## config.mk

```make
export PLATFORM = sky130hd
export DESIGN_NAME = lut_sweep_unit
export DESIGN_NICKNAME = d
export VERILOG_FILES = /design/src/rtl/lut_sweep_unit_pkg.sv /design/src/rtl/lut_sweep_unit.sv
export SDC_FILE = /design/constraint.sdc
export NUM_CORES = 1
export LEC_CHECK = 0
export ABC_AREA = 1
export CORE_ASPECT_RATIO = 0.7
export CORE_MARGIN = 1.5
export CORE_UTILIZATION = 35
export DETAILED_ROUTE_END_ITERATION = 10
export SYNTH_ARGS = -nofsm -noshare
export SYNTH_HDL_FRONTEND = slang
export SYNTH_SLANG_ARGS = --single-unit
```

## constraint.sdc

```tcl
create_clock -name clk -period 4.5 [get_ports clk]
set_clock_uncertainty 0.2 [all_clocks]
set_input_delay 0.45 -clock clk [delete_from_list [all_inputs] [get_ports clk]]
set_output_delay 0.45 -clock clk [all_outputs]
set_load 0.05 [all_outputs]
```

## src/rtl/lut_sweep_unit_pkg.sv

```systemverilog
// Shared types and helpers for the loadable truth-table sweep unit.
// State encoding, table-width helper and the legal N_IN range.
package lut_pkg;

    typedef enum logic [1:0] {
        IDLE  = 2'd0,
        LOAD  = 2'd1,
        SWEEP = 2'd2
    } state_t;

    localparam int N_IN_MIN = 2;
    localparam int N_IN_MAX = 8;

    function automatic int tt_width(input int n);
        return 1 << n;
    endfunction

endpackage

```

## src/rtl/lut_sweep_unit.sv

```systemverilog
// Loadable N_IN-input truth table with registered direct evaluation and an autonomous sweep.
// Optional popcount of the swept outputs on ones_cnt when LUT_SWEEP_ONES_COUNT_EN is defined.
//
// state | meaning
// IDLE  | table stable; accepts a first load bit or a sweep request
// LOAD  | shifting table bits in, bits_left counts down to the last bit
// SWEEP | streaming one minterm/value pair per cycle
module lut_sweep_unit
    import lut_pkg::*;
#(
    parameter int N_IN = 4
) (
    input  logic            clk,
    input  logic            rst_n,
    input  logic            load_valid,
    input  logic            load_bit,
    output logic            load_ready,
    input  logic            start,
    input  logic [N_IN-1:0] sel,
    output logic            s_out,
    output logic            tt_valid,
    output logic            busy,
    output logic            sweep_valid,
    output logic [N_IN-1:0] sweep_m,
    output logic            sweep_s,
    output logic            sweep_done
`ifdef LUT_SWEEP_ONES_COUNT_EN
    ,
    output logic [N_IN:0]   ones_cnt
`endif
);

    localparam int TT_W = tt_width(N_IN);
    localparam int CW   = N_IN + 1;
    localparam logic [CW-1:0] LAST = CW'(TT_W - 1);

    state_t          state, state_nxt;
    logic [TT_W-1:0] tt;
    logic [CW-1:0]   bits_left;
    logic [CW-1:0]   beat_cnt;
    logic            load_hs;
    logic            last_bit;
    logic            sweep_go;
    logic            last_beat;

    assign load_ready = (state != SWEEP);
    assign busy       = (state != IDLE);
    assign load_hs    = load_valid && load_ready;
    assign last_bit   = (state == LOAD) && load_hs && (bits_left == CW'(1));
    // A load handshake in IDLE takes priority over a simultaneous start.
    assign sweep_go   = (state == IDLE) && !load_valid && start && tt_valid;
    assign last_beat  = (state == SWEEP) && (beat_cnt == LAST);

    always_comb begin
        state_nxt = state;
        case (state)
            IDLE: begin
                if (load_hs)       state_nxt = LOAD;
                else if (sweep_go) state_nxt = SWEEP;
            end
            LOAD:    if (last_bit)  state_nxt = IDLE;
            SWEEP:   if (last_beat) state_nxt = IDLE;
            default: state_nxt = IDLE;
        endcase
    end

    always_ff @(posedge clk or negedge rst_n) begin
        if (!rst_n) state <= IDLE;
        else        state <= state_nxt;
    end

    always_ff @(posedge clk or negedge rst_n) begin
        if (!rst_n) begin
            tt          <= '0;
            tt_valid    <= 1'b0;
            bits_left   <= '0;
            beat_cnt    <= '0;
            s_out       <= 1'b0;
            sweep_valid <= 1'b0;
            sweep_m     <= '0;
            sweep_s     <= 1'b0;
            sweep_done  <= 1'b0;
        end else begin
            s_out <= tt[sel];

            // First accepted bit ends at index 0 after TT_W shifts.
            if (load_hs) tt <= {load_bit, tt[TT_W-1:1]};

            if (state == IDLE && load_hs) begin
                tt_valid  <= 1'b0;
                bits_left <= LAST;
            end else if (state == LOAD && load_hs) begin
                bits_left <= bits_left - CW'(1);
                if (last_bit) tt_valid <= 1'b1;
            end

            if (sweep_go)             beat_cnt <= '0;
            else if (state == SWEEP)  beat_cnt <= beat_cnt + CW'(1);

            sweep_valid <= (state == SWEEP);
            sweep_done  <= last_beat;
            if (state == SWEEP) begin
                sweep_m <= beat_cnt[N_IN-1:0];
                sweep_s <= tt[beat_cnt[N_IN-1:0]];
            end
        end
    end

`ifdef LUT_SWEEP_ONES_COUNT_EN
    // Counts registered beats, so the total settles the cycle after sweep_done.
    always_ff @(posedge clk or negedge rst_n) begin
        if (!rst_n)                       ones_cnt <= '0;
        else if (sweep_go)                ones_cnt <= '0;
        else if (sweep_valid && sweep_s)  ones_cnt <= ones_cnt + CW'(1);
    end
`endif

endmodule

```

Word-level counts from Yosys, hierarchy flattened
Index checks and enable logic that the tools add are counted.
Storage, ports and cells
  flip-flop bits (word level): 37
  input port bits: 9
Cells by class
  $add $sub $neg: 2
  $lt $le $gt $ge: 2
  equal/unequal tests: 8
  multiplexer cells: 16
  reductions and logical operators: 16
Operators with widths (count)
  two-way mux 5 bit: 4
  less-than comparator 4 x 5 -> 1 bit (second input constant): 2
  binary-select mux 1 bit (select 4 bit): 2
  logical AND 1 bit: 8
  two-way mux 2 bit: 4
  nonzero test 2 bit: 4
  inequality test 2 bit (second input constant): 3
  case mux 2 bit (3 select lines): 1
  adder 5 x 1 -> 5 bit (second input constant): 1
  equality test 5 x 1 -> 1 bit (second input constant): 1
  equality test 5 x 4 -> 1 bit (second input constant): 1
  two-way mux 1 bit: 5
  subtractor 5 x 1 -> 5 bit (second input constant): 1
  inequality test 3 bit (second input constant): 1
  AND reduction 3 bit: 1
  equality test 2 x 1 -> 1 bit (second input constant): 1
  equality test 2 bit (second input constant): 1
  logical NOT 2 bit: 1
  AND reduction 2 bit: 1
  logical NOT 1 bit: 1

Logic depth before layout (Yosys ltp)
  depth in word-level cells: 7
  gate-level depth with buffers: 7

Worst setup path after synthesis
Ideal clock, no wire load.
  path type: reg2out
  from: reg state[1]
  to: out load_ready
  data arrival time: 0.953 ns
  slack: 2.897 ns
  cell stages (with the launch flop): 5
  buffers on the path: 1
  path through: dfrtp_1 -> inv_1 -> nor2_4 -> inv_4 -> buf_2
Between the ends
  longest elaborated chain between the ends: 1
Ends and longest elaborated chain
  from (decl): RTL line lut_sweep_unit.sv:37  | state_t state, state_nxt;
  from (signal assigned): RTL line lut_sweep_unit.sv:69  | else state <= state_nxt;
  inequality test 2 bit: RTL line lut_sweep_unit.sv:46  | assign load_ready = (state != SWEEP);
  to (decl): RTL line lut_sweep_unit.sv:17  | output logic load_ready,
No other way between the ends.

Worst setup path after layout
Same ends and word-level chain as after synthesis.

==> reports/qor.csv <==
metric,value,unit
status,"complete, no violations",
swShare,41.56,%
grtUsageTotal,14.96,%
rows,21,
ir_drop,0.1718,mV
cp_cell_sequence,inv_1 > nor2_4 > inv_4 > clkdlybuf4s50_1,
die_width,89.91,µm
final_area,2167,µm²
power.internal,0.7108,mW
yosysTopAreaCell,dfrtp_1,
synth_area,1851,µm²
yosys.area.top_type_share,50.03,%
whs,0.04461,ns
grt_overflow_total,0,
fin_nets,267,
hold_viol_final,0,
cp_slowest_cell,clkdlybuf4s50_1,
power_leakage,1.047,nW
worst_pin_slew,0.8293,ns
fin_crit,2.545,ns
reg2reg_to,beat_cnt[4]$_DFFE_PN0P_,
rsz0062_at_grt,false,
yosys_warnings,0,
dieHeight,63.84,µm
grt_pass1_wl,6617,µm
final_cell_count_no_fill,323,
dp_cells,316,
worstPathRequired,3.85,ns
synth_cell_types,21,
p_switching,0.5055,mW
tritoncts,done,
fin_crit_sh,56.56,%
drtIter0Drc,89,
maxCapViolations,0,
start_kind,flop,
drive_above_1_share,4.331,%
start_util,37.46,%
die_area,5739,µm²
critical_path_class,reg2out,
synthTopCellsByArea,"dfrtp_1 (50%), nand2_1 (12%), nand3_1 (7.8%)",
wl_per_cell,11.79,µm
grt_max_degree,38,
hold_class,in2async,
vias,1525,
drtAntennaViolNets,0,
multi_input_area,738.2,µm²
post_cts_buffers,0,
clkPwrFrac,19.6,%
htree_levels,2,
wirelength,3809,µm
globalplace.congestion,0.8356,
worst_slack,1.955,ns
end_kind,output pin,
clockBufferDepth,2,
use_met1,21.45,%
antenna_found_initial,0,
syn_inst,234,
n_fill_cell,523,
critPathArrivalTime,1.90,ns
worst-r2r-setup-slack,2.72,ns
syn-num-nets,247,
finalSetupTns,0,ns
cts_buffers,5,
slew_viol_final,0,
cp_max_fo,17,
r2r-start,beat_cnt[0]$_DFFE_PN0P_,
critPathTopFamily,buffers and inverters,
ys_seq_elements,37,
use_met2,20.13,%
register_area,925.9,µm²
synth_seq_area_share,50.03,%
clock_latency,0.29,ns
powerDensity,561.2,nW/µm²
rr_worst_depth,7,
via_per_inst,4.721,
cts_root_buffer,clkbuf_8,
firstDrtPassIters,4,
clk_pin_slew,0.07,ns
slowest_delay,0.83,ns
finalSetupViolCount,0,
cts_num_sinks,37,
cp.buffers_inverters,3,
placed_area,2081,µm²
power.total,1.216,mW
area_growth_syn_to_layout,17.11,%
dpl.hpwl,2681,µm
seq_power_share,41.6,%
max_freq,392.9,MHz
grt_busiest_layer,met1,
fin_util,43.87,%
core_area,4940,µm²
cts_resized,0,
crit_cells,4,
avgSynthCellArea,7.908,µm²
port_buffers,19,
drc,0,
cts_hold_buf,0,
relSlewSlack,44.71,%
met3_usage,5.833,%
pre_cts_ws,2.287,ns
ios,20,
p_comb_share,38.8,%
grt_pass1_vias,1404,
diodes,0,
cp-startpoint,state[1]$_DFFE_PN0P_,
cell usage after synthesis, drive strengths merged:
cell,number
a21oi,4
buf,6
clkinv,1
dfrtp,37
ha,4
inv,37
nand2,59
nand3,29
nand3b,1
nand4,2
nor2,20
nor3,3
o211ai,8
o21ai,22
or2,1
layout make-up:
cell class	count	area share, %
Sequential cell	37	42.73
Clock buffer	7	3.984
Tap cell	69	3.984
Multi-Input combinational cell	153	34.06
Inverter	38	6.697
Timing Repair Buffer	19	8.545
cells in the final DEF, fill, tap and decap left out, drive strengths merged:
| master | instances |
|---|---|
| o21ai | 22 |
| dfrtp | 37 |
| nor2 | 20 |
| clkinv | 1 |
| clkdlybuf4s50 | 18 |
| nor3 | 3 |
| nand3b | 1 |
| o211ai | 8 |
| nand2 | 59 |
| inv | 37 |
| nand3 | 29 |
| buf | 1 |
| a21oi | 4 |
| ha | 4 |
| or2 | 1 |
| clkbuf | 7 |
| nand4 | 2 |
state kept, by name (all words and copies together), names as in the netlist:
| name | cells |
|---|---|
| beat_cnt | 5 |
| sweep_s | 1 |
| state | 2 |
| bits_left | 5 |
| sweep_m | 4 |
| tt | 16 |
| sweep_valid | 1 |
| tt_valid | 1 |
| s_out | 1 |
| sweep_done | 1 |
logic make-up after synthesis:
logic type / count (synthesis) / share of synthesized area [%]
AND/OR/NAND/NOR: 115 / 26.91
buffers and inverters: 44 / 10.07
flip-flops: 37 / 50.03
AO/OA/AOI/OAI: 34 / 10.28
adder cells (fa/ha/maj): 4 / 2.705
metal layers:
layer,up-vias,part of all wire (%)
li1,789,-
met1,696,53
met2,35,39
met3,5,6.5
met4,0,1.3
met5,-,0
power groups by stage:
stage,Sequential (mW),Combinational (mW),Clock [mW]
after floorplan,0.582,0.258,0
after global placement,0.512,0.469,0
after detailed placement,0.513,0.475,0
after CTS,0.507,0.477,0.246
after global routing,0.521,0.532,0.264
final,0.506,0.472,0.238
worst max path at each step:
stage / to / slack, ns
final: load_ready / 1.95
after detailed placement: load_ready / 2.29
after CTS: load_ready / 1.95
after global routing: load_ready / 1.88
after global placement: load_ready / 2.31
after floorplan: load_ready / 2.90
(Power assumes the default switching activity.)
